**src/rtl/mem_arbiter_if.sv**
```systemverilog
// mem_arbiter_if: fetch/data requester signals and memory-side handshake of mem_arbiter
interface mem_arbiter_if #(parameter int WIDTH = 32);
   logic             i_req;
   logic [WIDTH-1:0] i_addr;
   logic [WIDTH-1:0] o_i_rdata;
   logic             o_i_valid;
   logic             o_i_stall;
   logic             d_req;
   logic             d_we;
   logic [WIDTH-1:0] d_addr;
   logic [WIDTH-1:0] d_wdata;
   logic [WIDTH-1:0] o_d_rdata;
   logic             o_d_valid;
   logic             o_d_stall;
   logic             mem_req;
   logic             mem_we;
   logic [WIDTH-1:0] mem_addr;
   logic [WIDTH-1:0] mem_wdata;
   logic             mem_ready;
   logic             mem_rvalid;
   logic [WIDTH-1:0] mem_rdata;
   modport slave (
      input  i_req, i_addr, d_req, d_we, d_addr, d_wdata, mem_ready, mem_rvalid, mem_rdata,
      output o_i_rdata, o_i_valid, o_i_stall, o_d_rdata, o_d_valid, o_d_stall,
      output mem_req, mem_we, mem_addr, mem_wdata
   );
   modport master (
      output i_req, i_addr, d_req, d_we, d_addr, d_wdata, mem_ready, mem_rvalid, mem_rdata,
      input  o_i_rdata, o_i_valid, o_i_stall, o_d_rdata, o_d_valid, o_d_stall,
      input  mem_req, mem_we, mem_addr, mem_wdata
   );
endinterface

```
**src/rtl/mem_arbiter.sv**
```systemverilog
// mem_arbiter: shares one single-ported memory between fetch and data, data first with a burst limit
module mem_arbiter #(
   parameter int WIDTH       = 32,
   parameter int MAX_D_BURST = 4
) (
   input logic          clk,
   input logic          rst,
   mem_arbiter_if.slave bus
);
   localparam int BW = $clog2(MAX_D_BURST + 1);
   localparam logic [BW-1:0] BMAX = BW'(MAX_D_BURST);
   localparam logic [WIDTH-1:0] ZERO = '0;
   typedef enum logic [2:0] {IDLE, I_REQ, I_WAIT, D_REQ, D_WAIT} state_t;
   state_t state, state_n;
   logic [BW-1:0] burst_cnt;
   logic accept, grant_d, grant_i, i_done, d_load, d_store;
   assign accept = bus.mem_req & bus.mem_ready;
   assign bus.o_i_stall = bus.i_req & ~bus.o_i_valid;
   assign bus.o_d_stall = bus.d_req & ~bus.o_d_valid;
   always_comb begin
      state_n = state;
      grant_d = 1'b0;
      grant_i = 1'b0;
      i_done  = 1'b0;
      d_load  = 1'b0;
      d_store = 1'b0;
      case (state)
         IDLE: begin
            // a pending fetch only loses while the data burst is below its limit
            grant_d = bus.d_req & ((burst_cnt < BMAX) | ~bus.i_req);
            grant_i = ~grant_d & bus.i_req;
            state_n = grant_d ? D_REQ : grant_i ? I_REQ : IDLE;
         end
         I_REQ:  state_n = accept ? I_WAIT : I_REQ;
         I_WAIT: begin
            i_done  = bus.mem_rvalid;
            state_n = bus.mem_rvalid ? IDLE : I_WAIT;
         end
         D_REQ: begin
            d_store = accept & bus.mem_we;
            state_n = accept ? (bus.mem_we ? IDLE : D_WAIT) : D_REQ;
         end
         D_WAIT: begin
            d_load  = bus.mem_rvalid;
            state_n = bus.mem_rvalid ? IDLE : D_WAIT;
         end
         default: state_n = IDLE;
      endcase
   end
   always_ff @(posedge clk or negedge rst) begin
      if (!rst) begin
         state         <= IDLE;
         burst_cnt     <= '0;
         bus.mem_req   <= 1'b0;
         bus.mem_we    <= 1'b0;
         bus.mem_addr  <= ZERO;
         bus.mem_wdata <= ZERO;
         bus.o_i_valid <= 1'b0;
         bus.o_d_valid <= 1'b0;
         bus.o_i_rdata <= ZERO;
         bus.o_d_rdata <= ZERO;
      end else begin
         state         <= state_n;
         bus.o_i_valid <= i_done;
         bus.o_d_valid <= d_load | d_store;
         bus.mem_req   <= grant_d | grant_i | (bus.mem_req & ~bus.mem_ready);
         if (i_done) bus.o_i_rdata <= bus.mem_rdata;
         if (d_load) bus.o_d_rdata <= bus.mem_rdata;
         if (grant_d) begin
            bus.mem_we    <= bus.d_we;
            bus.mem_addr  <= bus.d_addr;
            bus.mem_wdata <= bus.d_wdata;
         end else if (grant_i) begin
            bus.mem_we   <= 1'b0;
            bus.mem_addr <= bus.i_addr;
         end
         burst_cnt <= grant_i ? '0 :
                      grant_d ? (bus.i_req ? (burst_cnt == BMAX ? burst_cnt : burst_cnt + 1'b1) : '0) :
                      burst_cnt;
      end
   end
endmodule

```
**src/flat_wrapper.sv**
```systemverilog
// flat-port wrapper written by rule: the top's interface ports become plain ports
module mem_arbiter_flat 
#(
   parameter int WIDTH       = 32,
   parameter int MAX_D_BURST = 4
)
  (clk, rst, bus_i_req, bus_i_addr, bus_d_req, bus_d_we, bus_d_addr, bus_d_wdata, bus_mem_ready, bus_mem_rvalid, bus_mem_rdata, bus_o_i_rdata, bus_o_i_valid, bus_o_i_stall, bus_o_d_rdata, bus_o_d_valid, bus_o_d_stall, bus_mem_req, bus_mem_we, bus_mem_addr, bus_mem_wdata);
  mem_arbiter_if #(.WIDTH(WIDTH)) bus_i ();
  input logic clk;
  input logic rst;
  input wire logic [$bits(bus_i.i_req)-1:0] bus_i_req;
  input wire logic [$bits(bus_i.i_addr)-1:0] bus_i_addr;
  input wire logic [$bits(bus_i.d_req)-1:0] bus_d_req;
  input wire logic [$bits(bus_i.d_we)-1:0] bus_d_we;
  input wire logic [$bits(bus_i.d_addr)-1:0] bus_d_addr;
  input wire logic [$bits(bus_i.d_wdata)-1:0] bus_d_wdata;
  input wire logic [$bits(bus_i.mem_ready)-1:0] bus_mem_ready;
  input wire logic [$bits(bus_i.mem_rvalid)-1:0] bus_mem_rvalid;
  input wire logic [$bits(bus_i.mem_rdata)-1:0] bus_mem_rdata;
  output wire logic [$bits(bus_i.o_i_rdata)-1:0] bus_o_i_rdata;
  output wire logic [$bits(bus_i.o_i_valid)-1:0] bus_o_i_valid;
  output wire logic [$bits(bus_i.o_i_stall)-1:0] bus_o_i_stall;
  output wire logic [$bits(bus_i.o_d_rdata)-1:0] bus_o_d_rdata;
  output wire logic [$bits(bus_i.o_d_valid)-1:0] bus_o_d_valid;
  output wire logic [$bits(bus_i.o_d_stall)-1:0] bus_o_d_stall;
  output wire logic [$bits(bus_i.mem_req)-1:0] bus_mem_req;
  output wire logic [$bits(bus_i.mem_we)-1:0] bus_mem_we;
  output wire logic [$bits(bus_i.mem_addr)-1:0] bus_mem_addr;
  output wire logic [$bits(bus_i.mem_wdata)-1:0] bus_mem_wdata;
  assign bus_i.i_req = bus_i_req;
  assign bus_i.i_addr = bus_i_addr;
  assign bus_i.d_req = bus_d_req;
  assign bus_i.d_we = bus_d_we;
  assign bus_i.d_addr = bus_d_addr;
  assign bus_i.d_wdata = bus_d_wdata;
  assign bus_i.mem_ready = bus_mem_ready;
  assign bus_i.mem_rvalid = bus_mem_rvalid;
  assign bus_i.mem_rdata = bus_mem_rdata;
  assign bus_o_i_rdata = bus_i.o_i_rdata;
  assign bus_o_i_valid = bus_i.o_i_valid;
  assign bus_o_i_stall = bus_i.o_i_stall;
  assign bus_o_d_rdata = bus_i.o_d_rdata;
  assign bus_o_d_valid = bus_i.o_d_valid;
  assign bus_o_d_stall = bus_i.o_d_stall;
  assign bus_mem_req = bus_i.mem_req;
  assign bus_mem_we = bus_i.mem_we;
  assign bus_mem_addr = bus_i.mem_addr;
  assign bus_mem_wdata = bus_i.mem_wdata;
  mem_arbiter #(.WIDTH(WIDTH), .MAX_D_BURST(MAX_D_BURST)) u_core (.clk(clk), .rst(rst), .bus(bus_i));
endmodule
```
**config.mk**
```make
export PLATFORM = sky130hd
export DESIGN_NAME = mem_arbiter_flat
export DESIGN_NICKNAME = d
export VERILOG_FILES = /design/src/rtl/mem_arbiter_if.sv /design/src/rtl/mem_arbiter.sv /design/src/flat_wrapper.sv
export SDC_FILE = /design/constraint.sdc
export NUM_CORES = 1
export LEC_CHECK = 0
export CAP_MARGIN = 20
export CORE_ASPECT_RATIO = 1.5
export CORE_UTILIZATION = 41
export DETAILED_ROUTE_END_ITERATION = 8
export PLACE_DENSITY_LB_ADDON = 0.25
export SYNTH_ARGS = -nofsm -noshare
export SYNTH_HDL_FRONTEND = slang
export SYNTH_SLANG_ARGS = --single-unit
```
**constraint.sdc**
```tcl
create_clock -name clk -period 2.7 [get_ports clk]
set_input_delay 0.54 -clock clk [delete_from_list [all_inputs] [get_ports clk]]
set_output_delay 0.54 -clock clk [all_outputs]
set_load 0.02 [all_outputs]
```
# After elaboration in Yosys (flattened, before gate mapping)
# Index checks and enable logic that the tools add are counted.
classes:
  multipliers: 0
  n_reduce_logical: 3
  addsub: 1
  n_bitwise: 16
  eq_ne: 6
  n_mux: 21
  order_cmp: 1
  div_mod_pow: 0
  shift: 0
op_table:
  columns: ["op", "count"]
  rows:
  - ["$mux W32", 2]
  - ["$mux W3", 8]
  - ["$pmux W3 S5", 1]
  - ["$mux W1", 8]
  - ["$and A1 B1 Y1", 7]
  - ["$eq A3 B2 Y1 const B", 2]
  - ["$eq A3 B3 Y1 const B", 2]
  - ["$not A1 Y1", 5]
  - ["$mux W2", 2]
  - ["$or A1 B1 Y1", 4]
  - ["$add A3 B1 Y3 const B", 1]
  - ["$eq A3 B1 Y1 const B", 1]
  - ["$logic_not A3 Y1", 1]
  - ["$lt A3 B3 Y1 const B", 1]
  - ["$ne A3 B3 Y1 const B", 1]
  - ["$reduce_and A2 Y1", 1]
  - ["$reduce_bool A2 Y1", 1]
totals:
  input_bits: 135
  regBits: 138
  output_inout_bits: 134
  latchBits: 0
  wordCells: 58
  romBits: 0
  mem_count: 0
  mem_bits_rw: 0

# Longest topological paths before layout
depth:
  ltp_word: 8
  depth_mapped: 6
  ltp_nobuf: 3

# Worst setup path after synthesis
# Ideal clock, no wire load.
synth_path:
  path_type: "reg2reg"
  start: "register u_core.state[0]"
  end: "register u_core.bus.mem_wdata[10]"
  t_required_ns: 2.575
  arrival_time_ns: 1.788
  setup_ns: 0.125
  slack_ns: 0.787
  path_buffers: 3
  synth_period_minus_slack_ns: 1.913
  path_stages_with_launch: 7
  cell_sequence: "dfrtp_1 > buf_6 > or4b_1 > buf_4 > nor2_8 > buf_6 > mux2_2"
synth_via:
  elab_chain_cells: 2
synth_lines:
  columns: ["item", "line", "rtl"]
  rows:
  - ["start: declaration", "mem_arbiter.sv:14", "state_t state, state_n;"]
  - ["start signal: assignment", "mem_arbiter.sv:63", "state <= state_n;"]
  - ["$logic_not A3 Y1", "mem_arbiter.sv:27", "case (state)"]
  - ["$mux W1", "mem_arbiter.sv:27", null]
  - ["end signal: assignment", "mem_arbiter.sv:72", "bus.mem_wdata <= bus.d_wdata;"]
  - ["end: declaration", "mem_arbiter_if.sv:25", "output mem_req, mem_we, mem_addr, mem_wdata"]
# Every way passes these cells.
# A chain may end at the register's enable or synchronous reset.

# Final worst setup path
layout_path:
  start: "input port bus_d_req"
  end: "output port bus_o_d_stall"
layout_via:
  elab_chain_cells: 1
layout_lines:
  columns: ["item", "line", "rtl"]
  rows:
  - ["start: declaration", "flat_wrapper.sv:13", "input wire logic [$bits(bus_i.d_req)-1:0] bus_d_req;"]
  - ["$and A1 B1 Y1", "mem_arbiter.sv:19", "assign bus.o_d_stall = bus.d_req & ~bus.o_d_valid;"]
  - ["end: declaration", "flat_wrapper.sv:25", "output wire logic [$bits(bus_i.o_d_stall)-1:0] bus_o_d_stall;"]
# Every way passes these cells.

==> out/qor.csv <==
stage,metric,value,unit
global_routing,grt_pass1_wl,27200,microns
synth,yosysSeqAreaShare,59.9,%
setup_path,cp-end-kind,output port,
route,vias_per_cell,5.32,
power,p_total,11000,uW
clock_tree,cts.sinks,138,
finish,drive_above_1_share,19.2,%
setup_path,worstSetupPathType,primary input to output port,
floorplan,pin_count,269,
global_routing,grt_pass1_vias,5191,
setup_path,r2r_slack,0.63,ns
worst_hold_path,hp-class,primary input to async pin,
place,routabilityCongestion,0.754,
synth,ys_async_sr_fraction,100,%
floorplan,row_count,52,
sta,skew,0.00887,ns
synth,synth_seq_cells,138,
synth,post-synth-top-area-fraction,59.9,%
synth,avgSynthCellArea,13.2,sq um
sta,slew_viol_final,0,
floorplan,core-area,0.0136,sq mm
sta,setup_violations,0,
route,drcViolationCount,0,
route,routed_wl,16800,microns
clock_tree,cts.htree.levels,4,
setup_path,crit_family,buffers and inverters,
setup_path,cp_cell_sequence,clkdlybuf4s50_1 -> nor2b_1 -> clkdlybuf4s50_1,
floorplan,die_area,0.0145,sq mm
floorplan,die_w,98.8,microns
sta,fin_crit,2.42,ns
finish,final_cells,875,
synth,ys_warn_count,0,
floorplan,die_height,147,microns
clock_tree,ctsRootBufferMaster,clkbuf_16,
status,outcome,finished clean,
clock_tree,cts_setup_buffers,0,
clock_tree,clockBufferDepth,2,
sta,relSlewSlack,60.6,%
power,power_leakage,0.00379,uW
setup_path,path_buf_inv,2,
place,place_area,0.00864,sq mm
place,post-dp-hpwl,11800,microns
route,wl_per_cell,19.2,microns
synth,post-synth-top-count-cell,dfrtp_1,
global_routing,overflow,0,
setup_path,critPathMaxStageDelay,0.62,ns
synth,synth_nets,572,
route,ant_nets,0,
place,io_buffers,268,
flow_run,cap_violations,0,
route,vias,4657,
synth,synth.distinct_cells,33,
synth,synth_flop_cell,dfrtp_1,
finish,final_util,68.1,%
sta,tightestPinTransition,0.590,ns
finish,nNetsFinal,836,
clock_tree,hold_buffers,0,
synth,synth_common_cells,"dfrtp_1, mux2_2, o21ai_0",
setup_path,cp_max_fo,4,
synth,yosys-top-cells-area,"dfrtp_1, mux2_2, nand3b_1",
setup_path,cpMostUsedCell,clkdlybuf4s50_1,
synth,syn_inst,435,
synth,synth_enable_flop_cells,0,
sta,fmax,413,MHz
power,vdd_drop_max,0.000662,V
setup_path,rr_startpoint,u_core.state[0],
setup_path,reg2reg_to,u_core.bus.mem_wdata[21],
route,drtIter0Drc,182,
setup_path,start_kind,primary input,
clock_tree,cts_resized,0,
global_routing,grt_usage,24.4,%
clock_tree,cts_tree,built,
clock_tree,cts.clk_slew.worst_paths,0.06,ns
sta,hold_viol,0,
setup_path,cp.required,2.16,ns
clock_tree,numCtsBuffers,17,
global_routing,antenna_found_initial,1,
setup_path,cp_data_arrival_time,1.88,ns
place,dp.cells,842,
route,drt_pass1_iterations,4,
global_routing,grt_max_degree,65,
sta,rsz0062_at_grt,no,
synth,yosys.area.top_type,dfrtp_1,
floorplan,initial_core_util,42.4,%
sta,timing.final.crit_share,89.7,%
clock_tree,insertion_delay,0.41,ns
sta,setup_tns,0,ns
power,power.density,1190,mW/mm^2
finish,area_growth,60.8,%
setup_path,cp_slowest_cell,clkdlybuf4s50_1,
finish,post-route-cell-area,0.00926,sq mm
setup_path,r2r_cells,4,
synth,synth_area,0.00576,sq mm
[cells by family after synthesis]
logic type	count (synthesis)	share of synthesized area [%]
AND/OR/NAND/NOR	53	7.10
XOR/XNOR	1	0.152
multiplexers	97	19.0
adder cells (fa/ha/maj)	2	0.434
buffers and inverters	41	3.41
flip-flops	138	59.9
AO/OA/AOI/OAI	103	10.0
[power by group]
part	internal, uW	leakage (uW)	switching [uW]
Clock	1560	0.000295	921
Combinational	2570	0.00182	2470
Sequential	3000	0.00167	529
Total	7120	0.00379	3920
[worst max path at each step]
stage	startpoint	end	slack, ns	cells after the start
2_1_floorplan	u_core.state[0]	u_core.bus.mem_wdata[10]	0.79	6
3_3_place_gp	bus_d_req	u_core.bus.mem_wdata[24]	0.19	5
3_5_place_dp	bus_d_req	u_core.bus.mem_wdata[1]	0.15	5
4_1_cts	bus_d_req	bus_o_d_stall	0.27	3
5_1_grt	bus_d_req	bus_o_d_stall	0.21	3
6_report	bus_d_req	bus_o_d_stall	0.28	3
[worst reg2reg max path, cell delays in order (launching register included)]
cell and delay (ns):
dfrtp_1 0.51, or4b_1 0.71, nor2_8 0.18, buf_12 0.19, mux2_2 0.37
[layout by cell type, fill, tap and decap left out, drive strengths merged]
| cell | count |
|---|---|
| a211o | 1 |
| nor2 | 2 |
| inv | 7 |
| clkdlybuf4s50 | 267 |
| bufinv | 4 |
| diode | 1 |
| xnor2 | 1 |
| and2 | 3 |
| nor3b | 1 |
| nor3 | 1 |
| nand2b | 1 |
| dfrtp | 138 |
| nor4b | 2 |
| ha | 2 |
| mux2 | 97 |
| o22ai | 1 |
| clkbuf | 19 |
| o21ai | 33 |
| or4b | 1 |
| buf | 15 |
| clkinv | 3 |
| a21oi | 32 |
| nand3 | 1 |
| a22o | 3 |
| a31oi | 32 |
| a41o | 1 |
| nand2 | 3 |
| or2 | 1 |
| nor4 | 1 |
| clkinvlp | 3 |
| and3 | 1 |
| nand3b | 32 |
| nor2b | 3 |
[metal layers]
layer  GRT usage, %  routed length [microns]  vias to the layer above
li1               -                        -                     2115
met4           11.8                      520                        0
met1           26.6                     5760                     2292
met3           7.23                     1310                       33
met5              0                        0                        -
met2           42.8                     9180                      217
[final cells by class]
type / instances / area, sq um
diodes: 1 / 2.50
repair buffers: 282 / 2840
inverters: 4 / 15.0
well taps: 162 / 203
fillers: 1027 / 4330
flip-flops and latches: 138 / 3450
multi-input cells: 256 / 2130
clock buffers: 19 / 433
clock inverters: 13 / 191
[registers in the layout, summed over array words and instances, names as in the netlist]
register / cells
u_core.bus.mem_req: 1
u_core.burst_cnt: 3
u_core.state: 3
u_core.bus.mem_wdata: 32
u_core.bus.o_i_valid: 1
u_core.bus.mem_we: 1
u_core.bus.mem_addr: 32
u_core.bus.o_d_valid: 1
u_core.bus.o_d_rdata: 32
u_core.bus.o_i_rdata: 32
[through the flow]
| step | worst slack [ns] | hold WS [ns] |
|---|---|---|
| finish | 0.278 | 0.100 |
| floorplan | 0.787 | 0.244 |
| global placement | 0.194 | 0.469 |
| detailed placement | 0.149 | 0.477 |
| CTS | 0.271 | 0.118 |
| global route | 0.212 | 0.140 |
No activity file was read; power rests on OpenSTA's default activity.
